`config.mk`:
```
export PLATFORM = sky130hd
export DESIGN_NAME = rpc2_ctrl_adr_wrr_scheduler
export DESIGN_NICKNAME = d
export VERILOG_FILES = /design/src/rtl/rpc2_ctrl_adr_wrr_scheduler_pkg.sv /design/src/rtl/rpc2_ctrl_pipe_reg1.sv /design/src/rtl/rpc2_ctrl_adr_wrr_scheduler.sv
export SDC_FILE = /design/constraint.sdc
export NUM_CORES = 1
export LEC_CHECK = 0
export BUFFER_PORTS_ARGS = -buffer_cell sky130_fd_sc_hd__buf_4
export CORE_ASPECT_RATIO = 0.5
export CORE_MARGIN = 2
export CORE_UTILIZATION = 40
export CTS_CLUSTER_SIZE = 28
export DETAILED_ROUTE_END_ITERATION = 12
export GPL_ROUTABILITY_DRIVEN = 0
export PLACE_DENSITY = 0.69
export SYNTH_ARGS = -nofsm -noshare
export SYNTH_HDL_FRONTEND = slang
export SYNTH_SLANG_ARGS = --single-unit
```
`constraint.sdc`:
```
create_clock -name clk -period 2.4 [get_ports clk]
set_input_delay 0.24 -clock clk [delete_from_list [all_inputs] [get_ports clk]]
set_output_delay 0.24 -clock clk [all_outputs]
set_load 0.005 [all_outputs]
```
`src/rtl/rpc2_ctrl_adr_wrr_scheduler_pkg.sv`:
```
// Shared widths, ADR word bit positions and requester encodings for the ADR scheduler.
package rpc2_ctrl_adr_wrr_scheduler_pkg;

  localparam int unsigned PRE_ADR_DATA_WIDTH  = 46;
  localparam int unsigned ADR_FIFO_DATA_WIDTH = PRE_ADR_DATA_WIDTH + 2;
  localparam int unsigned ADR_RW_BIT          = PRE_ADR_DATA_WIDTH;
  localparam int unsigned ADR_BLK_BIT         = PRE_ADR_DATA_WIDTH + 1;

  localparam logic SEL_RD = 1'b0;
  localparam logic SEL_WR = 1'b1;

  // ADR FIFO word layout: {block, r/w (1 = read), payload}
  function automatic logic [ADR_FIFO_DATA_WIDTH-1:0] pack_adr(
    input logic                          blk,
    input logic                          rw,
    input logic [PRE_ADR_DATA_WIDTH-1:0] payload
  );
    return {blk, rw, payload};
  endfunction

endpackage

```
`src/rtl/rpc2_ctrl_pipe_reg1.sv`:
```
// One-entry valid/data register; accepts a new word whenever empty or draining this cycle.
module rpc2_ctrl_pipe_reg1 #(
  parameter int unsigned W = 8
) (
  input  logic         clk,
  input  logic         reset,
  input  logic         load,
  input  logic [W-1:0] din,
  input  logic         pop_ready,
  output logic         valid,
  output logic [W-1:0] data,
  output logic         load_en
);

  assign load_en = ~valid | pop_ready;

  always_ff @(posedge clk or posedge reset) begin
    if (reset) begin
      valid <= 1'b0;
      data  <= '0;
    end else if (load) begin
      valid <= 1'b1;
      data  <= din;
    end else if (valid && pop_ready) begin
      valid <= 1'b0;
    end
  end

endmodule

```
`src/rtl/rpc2_ctrl_adr_wrr_scheduler.sv`:
```
// Weighted round-robin arbiter sharing the ADR FIFO write port between read and write address streams.
module rpc2_ctrl_adr_wrr_scheduler
  import rpc2_ctrl_adr_wrr_scheduler_pkg::*;
(
  input  logic                           clk,
  input  logic                           reset,
  input  logic                           rd_valid,
  input  logic [PRE_ADR_DATA_WIDTH-1:0]  rd_din,
  output logic                           rd_ready,
  input  logic                           wr_valid,
  input  logic [PRE_ADR_DATA_WIDTH-1:0]  wr_din,
  input  logic                           wr_block,
  output logic                           wr_ready,
  input  logic                           sched_en,
  input  logic [1:0]                     rd_weight,
  input  logic [1:0]                     wr_weight,
  output logic                           adr_wr_en,
  output logic [ADR_FIFO_DATA_WIDTH-1:0] adr_din,
  input  logic                           adr_wr_ready,
  output logic                           sched_owner
);

  logic                           load_en;
  logic                           out_valid;
  logic [ADR_FIFO_DATA_WIDTH-1:0] out_data;
  logic [ADR_FIFO_DATA_WIDTH-1:0] next_word;
  logic                           grant;
  logic                           sel;
  logic                           owner;
  logic [1:0]                     credit;
  logic [1:0]                     w_own;

  // Owner keeps the port while its credit is below its (live) weight; a lone requester always wins.
  always_comb begin
    w_own = owner ? wr_weight : rd_weight;
    sel   = SEL_RD;
    if (rd_valid && wr_valid) begin
      sel = (credit < w_own) ? owner : ~owner;
    end else if (wr_valid) begin
      sel = SEL_WR;
    end
    grant     = ~reset & load_en & sched_en & (rd_valid | wr_valid);
    rd_ready  = grant & (sel == SEL_RD);
    wr_ready  = grant & (sel == SEL_WR);
    next_word = (sel == SEL_WR) ? pack_adr(wr_block, 1'b0, wr_din)
                                : pack_adr(1'b0, 1'b1, rd_din);
  end

  // Owner/credit start exhausted on the write side so the first contended grant goes to read.
  always_ff @(posedge clk or posedge reset) begin
    if (reset) begin
      owner  <= SEL_WR;
      credit <= 2'd3;
    end else if (grant) begin
      if (sel == owner) begin
        credit <= (credit == 2'd3) ? credit : credit + 2'd1;
      end else begin
        owner  <= sel;
        credit <= 2'd0;
      end
    end
  end

  rpc2_ctrl_pipe_reg1 #(
    .W (ADR_FIFO_DATA_WIDTH)
  ) u_out_stage (
    .clk       (clk),
    .reset     (reset),
    .load      (grant),
    .din       (next_word),
    .pop_ready (adr_wr_ready),
    .valid     (out_valid),
    .data      (out_data),
    .load_en   (load_en)
  );

  assign adr_wr_en   = out_valid & adr_wr_ready;
  assign adr_din     = out_data;
  assign sched_owner = owner;

endmodule

```
Word level (Yosys, flattened, before mapping)
Cells that the tools add are included.
- input port bits: 103
- word-level logic and storage cells: 36
- register bits: 52
- multiplexer cells: 9
- reductions and logical operators: 5
- add/sub/neg operators: 1
- eq/ne operators: 3
- bitwise gates (word level): 13
- magnitude comparators: 1
- operators by type and width (operator ; count):
    $mux 48 ; 1
    $and 1x1->1 ; 6
    $mux 2 ; 3
    $mux 1 ; 5
    $not 1->1 ; 5
    $reduce_and 2->1 ; 2
    $add 2x1->2 const B ; 1
    $eq 2x2->1 const B ; 1
    $logic_and 1x1->1 ; 2
    $lt 2x2->1 ; 1
    $ne 2x2->1 const B ; 1
    $or 1x1->1 ; 2
    $reduce_bool 2->1 ; 1
    $eq 1x1->1 ; 1

Logic depth before layout (Yosys ltp)
Gate-level depths: netlist of run 1.
- depth after elaboration: 7
- gate-level depth with buffers: 8
- mapped depth without buffers: 6

By module
Synthesis of run 1 repeated with hierarchy kept, for this count alone.
- cells, all modules: 189
- area total of the unflattened synthesis: 2896.5 um^2
- modules (own cells, without submodules) (module ; cells each ; sequential area each (um^2) ; area an instance (um^2) ; times used):
    rpc2_ctrl_pipe_reg1 ; 105 ; 1226.2 ; 1861.8 ; 1
    rpc2_ctrl_adr_wrr_scheduler ; 84 ; 78.8 ; 1034.7 ; 1

Worst setup path before layout of run 1
OpenSTA, ideal clock, no wires.
- path type: reg2out
- from: reg owner, in the netlist sched_owner
- to: out rd_ready
- required time: 2.160 ns
- stages on the path, launching flop included: 8
- data arrival time: 1.994 ns
- path buffers: 1
- path slack: 0.166 ns
- cells stage by stage: dfstp_2 > mux2i_1 > ha_1 > nor2b_1 > a211o_1 > buf_4 > o21a_1 > nor2_1
- cells in the longest elaborated chain, start to end: 6
- ends and longest elaborated chain (item ; line ; RTL):
    start: declaration ; rpc2_ctrl_adr_wrr_scheduler.sv:29 ; logic owner;
    start signal: assignment ; rpc2_ctrl_adr_wrr_scheduler.sv:58 ; owner <= sel;
    $mux 2 ; rpc2_ctrl_adr_wrr_scheduler.sv:35 ; w_own = owner ? wr_weight : rd_weight;
    $lt 2x2->1 ; rpc2_ctrl_adr_wrr_scheduler.sv:38 ; sel = (credit < w_own) ? owner : ~owner;
    $mux 1 (*) ; rpc2_ctrl_adr_wrr_scheduler.sv:38 ;
    $mux 1 (*) ; rpc2_ctrl_adr_wrr_scheduler.sv:37 ; if (rd_valid && wr_valid) begin
    $not 1->1 (*) ; rpc2_ctrl_adr_wrr_scheduler.sv:43 ; rd_ready = grant & (sel == SEL_RD);
    $and 1x1->1 (*) ; rpc2_ctrl_adr_wrr_scheduler.sv:43 ;
    end: declaration ; rpc2_ctrl_adr_wrr_scheduler.sv:9 ; output logic rd_ready,
Mark *: on every way between the ends. The rest lies on a longest branch, timed or not.

Final worst setup path of run 1
Ends and elaborated chain as after synthesis.

==> flow_metrics.tcl, run 1 <==
set metrics [dict create \
    synthCells 432 \
    outcome "finished with violations" \
    violations "negative setup slack" \
    dieArea_um2 9830 \
    dr.pass1.iters 5 \
    crit_type "reg -> out" \
    fin_util_pct 58.5 \
    layout_setup_ws_ns -0.101 \
    io_buffers 154 \
    path_clk_slew_ns 0.07 \
    clock-sinks 52 \
    setup_viol 2 \
    grt_max_degree 67 \
    drive_above_1_share_pct 37.1 \
    grt_usage_pct 23.2 \
    syn_area_um2 3600 \
    fmax_ghz 0.400 \
    yosys_warnings 0 \
    hold_viol 0 \
    grt_pass1_vias 3539 \
    grt.overflow.total 0 \
    grt_pass1_wl_um 18600 \
    synth_area_per_cell_um2 8.34 \
    numCtsBuffers 5 \
    synth_flop_cell "dfrtp_1" \
    ys_types 36 \
    drt.antenna.violating_nets 0 \
    htreeDepth 2 \
    finClkSkew_ns 0.00613 \
    instances_no_fill 680 \
    die_y_um 71.1 \
    vias 3993 \
    vias_per_cell 5.87 \
    start_kind "flop" \
    cts_tree "done" \
    root_buffer "clkbuf_16" \
    rsz0062_at_grt "true" \
    async_reset_ff_share_pct 100 \
    required_ns 2.16 \
    start_util_pct 41.2 \
    maxCapViolCount 0 \
    synth_nets 537 \
    vdd_drop_max_v 0.000379 \
    end_kind "output pin" \
    power.density_nw_per_um2 834 \
    p_leak_nw 2.14 \
    ys_ff_latch 52 \
    drt-initial-drc-count 326 \
    worstPathMaxFanout 3 \
    timing.hold.ws_ns 0.0612 \
    drv_slew 0 \
    post-route-min-period_ns 2.50 \
    grt_antenna_before_repair 0 \
    core_area_um2 8740 \
    synth_edf_count 0 \
    clk_latency_ns 0.30 \
    wire_per_inst_um 17.5 \
    fin_crit_sh_pct 104 \
    area_delta_synth_final_pct 41.9 \
    post-place-cells 667 \
    worstRegToRegCells 9 \
    wirelength_um 11900 \
    worst-endpoint-arrival_ns 2.26 \
    die_w_um 138 \
    fin_tns_setup_ns -0.156 \
    min_path_type "in -> async" \
    slew_headroom_pct 56.4 \
    pin_count 155 \
    rows 24 \
    final_nets 667 \
    ys_seq_area_share_pct 36.2 \
    clock_path_buffers 2 \
    hpwl_um 8070 \
    drc_errors 0 \
    worst_pin_slew_ns 0.653 \
    n_antenna_cell 0 \
]
-- flip-flops by register name, summed over array words and instances (netlist names) --
register,cells
credit,2
u_out_stage.data,48
sched_owner,1
u_out_stage.valid,1
-- per-stage QoR --
| step | setup slack [ns] | total power (W) | instance area (um2) |
|---|---|---|---|
| floorplan | 0.166 | 0.00250 | 3600 |
| global placement | 0.152 | 0.00332 | 4850 |
| detailed placement | 0.112 | 0.00336 | 4850 |
| CTS | -0.101 | 0.00416 | 5040 |
| global route | -0.135 | 0.00452 | 5110 |
| finish | -0.101 | 0.00426 | 5110 |
-- routing by layer --
| layer | part of all wire (%) | vias to the layer above | track usage, % |
|---|---|---|---|
| li1 | - | 1921 | - |
| met1 | 47 | 1919 | 33.7 |
| met2 | 46 | 141 | 36.3 |
| met3 | 5.8 | 12 | 3.99 |
| met4 | 1.2 | 0 | 5.56 |
| met5 | 0 | - | 0 |
-- synthesized netlist by cell type (all sizes together) (2+ instances only) --
| cell | number | area [um2] |
|---|---|---|
| nor2 | 51 | 191 |
| dfrtp | 49 | 1230 |
| nand2 | 49 | 184 |
| o211ai | 48 | 405 |
| a211oi | 47 | 353 |
| a22oi | 46 | 345 |
| a31oi | 46 | 288 |
| clkbuf | 32 | 120 |
| buf | 25 | 150 |
| inv | 6 | 22.5 |
| nand2b | 4 | 25.0 |
| o21ai | 4 | 20.0 |
| dfstp | 3 | 78.8 |
| nor2b | 3 | 18.8 |
| a2111oi | 2 | 25.0 |
| a21oi | 2 | 10.0 |
| ha | 2 | 25.0 |
-- final cells by class --
class	count	area (um2)
sequential	52	1310
fill	800	3620
timing repair buffer	180	1440
inverter	6	22.5
tap	117	146
multi-input combinational	317	2050
clock buffer	8	146
-- kinds of logic (layout without fill, tap and decap cells) --
group                    Yosys count  count (layout)  synth area share, %
AND/OR/NAND/NOR                  114             114                 13.4
AO/OA/AOI/OAI                    200             200                 41.3
buffers and inverters             63             194                 8.12
adder cells (fa/ha/maj)            2               2                0.694
flip-flops                        52              52                 36.2
multiplexers                       1               1                0.278
-- power breakdown --
group	internal (W)	switching, W	leakage, nW
logic	0.00104	0.00118	1.49
clock network	0.000418	0.000340	0.0712
registers	0.00114	0.000154	0.573
-- critical path: stages, from the launching register on --
cell and delay, ns:
dfstp_2 0.54, mux2i_1 0.21, ha_2 0.31, nor2b_4 0.13, a211o_4 0.33, o21a_1 0.18, nor2_1 0.12, buf_4 0.13
-- layout by cell type, fill, tap and decap left out, types with 2 or more instances in the layout --
cell type  count
nand2b_1       3
dfrtp_1       49
buf_4        173
o211ai_1      39
nor2_1        51
inv_1          4
nor2b_4        2
a22oi_1       46
o21ai_0        3
buf_12         4
nand2_1       49
clkbuf_1       2
a211oi_1      47
o211ai_2       9
a31oi_1       46
clkbuf_16      7
dfstp_2        3
-- timing repair --
action | in CTS | in global routing
resized for setup | 4 | 7
gates cloned | 0 | 2
pin swaps | 3 | 6
hold buffers | 0 | 0
endpoints found under the setup margin | 2 | 26
buffers inserted | 3 | 0
hold endpoints to repair | 0 | 0
-- worst paths after layout --
path	from	end	slack (ns)
setup / recovery	sched_owner	rd_ready	-0.10
hold / removal	reset	u_out_stage.data[47]	0.06
setup reg to reg	sched_owner	u_out_stage.data[8]	0.02
hold reg to reg	u_out_stage.data[47]	u_out_stage.data[47]	0.50
max in group asynchronous	reset	credit[0]	1.62
min in group clk	wr_block	u_out_stage.data[47]	0.21
Power figures use the tool's default switching activity.
==> run 2: changes to the inputs <==
--- a/config.mk
+++ b/config.mk
@@ -12,7 +12,9 @@
 export CTS_CLUSTER_SIZE = 28
 export DETAILED_ROUTE_END_ITERATION = 12
 export GPL_ROUTABILITY_DRIVEN = 0
+export GPL_TIMING_DRIVEN = 0
 export PLACE_DENSITY = 0.69
+export SKIP_LAST_GASP = 1
 export SYNTH_ARGS = -nofsm -noshare
 export SYNTH_HDL_FRONTEND = slang
 export SYNTH_SLANG_ARGS = --single-unit
==> flow_metrics.tcl, run 2 (same netlist as run 1, synthesis figures left out) <==
set metrics [dict create \
    outcome "finished with violations" \
    violations "negative setup slack" \
    setup_viol 2 \
    vias 4205 \
    p_leak_nw 2.20 \
    use_met2_pct 40.9 \
    layout_setup_ws_ns -0.138 \
    wirelength_um 12400 \
    pin_count 155 \
    gr-usage-met1_pct 35.1 \
    grt_max_degree 28 \
    required_ns 2.16 \
    die_w_um 138 \
    met3_usage_pct 4.40 \
    drt.antenna.violating_nets 0 \
    final_cell_mix "166 x buf_4, 51 x nor2_1, 49 x nand2_1, 49 x dfrtp_1, 47 x a211oi_1" \
    layout_commonest_cell "buf_4" \
    slew_headroom_pct 56.1 \
    clock_path_buffers 2 \
    start_kind "flop" \
    grt_antenna_before_repair 0 \
    largest_reg_flops 48 \
    drc_errors 0 \
    drive_above_1_share_pct 36.3 \
    grt_pass1_wl_um 19900 \
    rsz0062_at_grt "true" \
    die_y_um 71.1 \
    p_total_w 0.00426 \
    rows 24 \
    htreeDepth 2 \
    min_path_type "in -> async" \
    worst-endpoint-arrival_ns 2.30 \
    post-route-min-period_ns 2.54 \
    maxCapViolCount 0 \
    largest-register "u_out_stage.data" \
    power.density_nw_per_um2 822 \
    io_buffers 153 \
    clk_latency_ns 0.30 \
    root_buffer "clkbuf_16" \
    crit_type "reg -> out" \
    core_area_um2 8740 \
    grt_usage_pct 24.8 \
    fmax_ghz 0.394 \
    n_antenna_cell 0 \
    grt.overflow.total 0 \
    start_util_pct 41.2 \
    area_delta_synth_final_pct 43.8 \
    wire_per_inst_um 17.2 \
    cts_tree "done" \
    final_nets 707 \
    fin_tns_setup_ns -0.194 \
    hpwl_um 8850 \
    vdd_drop_max_v 0.000397 \
    path_clk_slew_ns 0.07 \
    drv_slew 0 \
    ctsHoldBuffers 0 \
    largestRegisters "u_out_stage.data: 48 flops, credit: 2 flops" \
    fin_crit_sh_pct 106 \
    dieArea_um2 9830 \
    numCtsBuffers 5 \
    grt_pass1_vias 3846 \
    dr.pass1.iters 5 \
    hold_viol 0 \
    finClkSkew_ns 0.00508 \
    worst_pin_slew_ns 0.659 \
    busiest_layer "met2" \
    vias_per_cell 5.84 \
    end_kind "output pin" \
    clock-sinks 52 \
    drt-initial-drc-count 327 \
    worstPathMaxFanout 3 \
]
==> run 2: cell types whose count changed in the layout (fill, tap and decap cells not counted), sizes merged <==
cell,delta
inv,+1
buf,+10
clkbuf,+28
clkinv,+1
==> run 2: where the power goes <==
group | internal [W] | leakage [nW] | switching (W)
clock network | 0.000413 | 0.0766 | 0.000355
logic | 0.00102 | 1.55 | 0.00119
registers | 0.00113 | 0.573 | 0.000154
==> run 2: worst max-delay path, stage by stage, from the launching register on <==
cell	delay (ns)
dfstp_2	0.54
mux2i_1	0.22
ha_1	0.27
nor2b_4	0.13
a211o_1	0.30
buf_6	0.15
o21a_1	0.17
nor2_1	0.10
buf_4	0.12
==> run 2: metrics by stage <==
step	hold WS [ns]	utilization [%]	worst slack [ns]	std cells	cell area (um2)
floorplan	0.376	-	0.166	432	3600
global placement	0.482	56.1	-0.134	702	4900
detailed placement	0.391	56.3	-0.126	703	4920
CTS	0.0693	58.9	-0.119	719	5150
global route	0.0977	59.3	-0.194	720	5180
finish	0.0446	59.3	-0.138	720	5180
==> run 2: routing by layer <==
layer	share of wire [%]	vias to the layer above
met2	48	146
met3	5.4	10
met1	46	2052
met5	0	-
li1	-	1997
met4	0.77	0
==> run 2: layout make-up <==
type	count	area, um2
repair buffers	163	1240
inverters	6	22.5
flip-flops and latches	52	1310
well taps	117	146
multi-input cells	317	2030
clock buffers	6	139
clock inverters	2	10.0
fillers	819	3560
plain buffers	57	293
==> run 2: repair_timing <==
action                     4_1_cts  5_1_grt
cloned                           1        0
pin swaps                        6        8
resized for setup                6       22
buffers inserted                 8        1
setup endpoints to repair       38       33
==> run 2: final timing paths <==
path,cells after the start,slack (ns),to,start
setup / recovery,8,-0.14,rd_ready,sched_owner
hold / removal,2,0.04,u_out_stage.data[47],reset
setup reg to reg,9,0.06,u_out_stage.data[36],sched_owner
hold reg to reg,2,0.50,u_out_stage.data[47],u_out_stage.data[47]
max in group asynchronous,3,1.80,u_out_stage.data[28],reset
min in group clk,3,0.19,u_out_stage.data[47],wr_block
==> run 3: changes to the inputs <==
--- a/config.mk
+++ b/config.mk
@@ -13,6 +13,7 @@
 export DETAILED_ROUTE_END_ITERATION = 12
 export GPL_ROUTABILITY_DRIVEN = 0
 export GPL_TIMING_DRIVEN = 0
+export HOLD_SLACK_MARGIN = 0.08
 export PLACE_DENSITY = 0.69
 export SKIP_LAST_GASP = 1
 export SYNTH_ARGS = -nofsm -noshare
==> flow_metrics.tcl, run 3 (same netlist as run 1, synthesis figures left out) <==
set metrics [dict create \
    maxCapViolCount 0 \
    rows 24 \
    busiest_layer "met2" \
    worst-endpoint-arrival_ns 2.30 \
    final_nets 708 \
    multi_input_area_um2 2030 \
    largest_reg_flops 48 \
    slew_headroom_pct 55.0 \
    largestRegisters "u_out_stage.data: 48 flops, credit: 2 flops" \
    fmax_ghz 0.394 \
    regArea_um2 1310 \
    met3_usage_pct 4.54 \
    nFillCells 817 \
    vias_per_cell 5.85 \
    clock_path_buffers 2 \
    start_util_pct 41.2 \
    cts_tree "done" \
    io_buffers 153 \
    vdd_drop_max_v 0.000394 \
    fin_crit_sh_pct 106 \
    clk_latency_ns 0.30 \
    fin_tns_setup_ns -0.196 \
    vias 4215 \
    timing.hold.ws_ns 0.199 \
    path_clk_slew_ns 0.07 \
    hold_viol 0 \
    reg2reg_from "sched_owner" \
    wire_per_inst_um 17.2 \
    post-place-cells 703 \
    hpwl_um 8850 \
    n_antenna_cell 0 \
    wirelength_um 12400 \
    drc_errors 0 \
    final_cell_mix "166 x buf_4, 51 x nor2_1, 49 x nand2_1, 49 x dfrtp_1, 47 x a211oi_1" \
    place_ws_ns -0.126 \
    largest-register "u_out_stage.data" \
    numCtsBuffers 5 \
    start_kind "flop" \
    worst_pin_slew_ns 0.675 \
    htreeDepth 2 \
    clock-sinks 52 \
    die_y_um 71.1 \
    grt_usage_pct 24.9 \
    layout_commonest_cell "buf_4" \
    power.density_nw_per_um2 820 \
    grt.overflow.total 0 \
    area_delta_synth_final_pct 44.0 \
    rsz0062_at_grt "true" \
    grt_pass1_wl_um 19900 \
    drt-initial-drc-count 326 \
    min_path_type "in -> reg" \
    use_met2_pct 40.8 \
    instances_no_fill 721 \
    pin_count 155 \
    end_kind "output pin" \
    crit_start "sched_owner" \
    drv_slew 0 \
    grt_max_degree 28 \
    required_ns 2.16 \
    p_leak_nw 2.21 \
    drive_above_1_share_pct 36.3 \
    drt.antenna.violating_nets 0 \
    dr.pass1.iters 5 \
    fin_util_pct 59.4 \
    die_w_um 138 \
    root_buffer "clkbuf_16" \
    crit_type "reg -> out" \
    core_area_um2 8740 \
    outcome "finished with violations" \
    layout_setup_ws_ns -0.140 \
    setup_viol 2 \
    dieArea_um2 9830 \
    finClkSkew_ns 0.00519 \
    grt_pass1_vias 3858 \
    grt_antenna_before_repair 0 \
    worstPathMaxFanout 3 \
    gr-usage-met1_pct 35.0 \
    hp-start "wr_block" \
    violations "negative setup slack" \
    post-route-min-period_ns 2.54 \
]
run 3: layout make-up:
cell class	instances	share of cell area, %
repair buffers	164	24.0
clock buffers	6	2.68
multi-input cells	317	39.1
flip-flops and latches	52	25.1
inverters	6	0.434
clock inverters	2	0.193
well taps	117	2.82
plain buffers	57	5.64
run 3: per-layer routing:
metal	share of wire, %	wire length [um]	vias to the layer above
li1	-	-	2009
met1	45	5600	2038
met2	48	5980	155
met3	5.8	722	13
met4	0.85	106	0
met5	0	0	-
run 3: what timing repair did:
item	CTS	global route
pin swaps	6	8
endpoints found under the hold margin	23	0
gates resized for setup	6	22
buffers inserted	8	1
hold buffers	1	0
gates cloned	1	0
setup endpoints to repair	38	33
run 3: power breakdown:
group / switching, W / internal, W / leakage [nW]
logic: 0.00119 / 0.00102 / 1.56
clock network: 0.000349 / 0.000413 / 0.0766
registers: 0.000156 / 0.00114 / 0.573
total: 0.00169 / 0.00257 / 2.21
run 3: worst max-delay path, stage by stage (launching register included):
cell     delay, ns
dfstp_2       0.54
mux2i_1       0.22
ha_1          0.27
nor2b_4       0.13
a211o_1       0.30
buf_6         0.15
o21a_1        0.18
nor2_1        0.10
buf_4         0.12
run 3: final timing paths:
| kind | end | slack, ns | cells after the start |
|---|---|---|---|
| min in group asynchronous | u_out_stage.data[47] | 0.61 | 3 |
| worst max register to register | u_out_stage.data[33] | 0.05 | 9 |
| max in group asynchronous | u_out_stage.data[28] | 1.23 | 4 |
| worst max-delay path | rd_ready | -0.14 | 8 |
| worst min-delay path | u_out_stage.data[47] | 0.20 | 3 |
| worst min register to register | u_out_stage.data[47] | 0.51 | 2 |
run 3: per-stage QoR:
stage          instance area [um2]  power [W]
3_5_place_dp                  4920    0.00334
6_report                      5190    0.00426
3_3_place_gp                  4900    0.00330
5_1_grt                       5190    0.00452
4_1_cts                       5160    0.00421
2_1_floorplan                 3600    0.00250
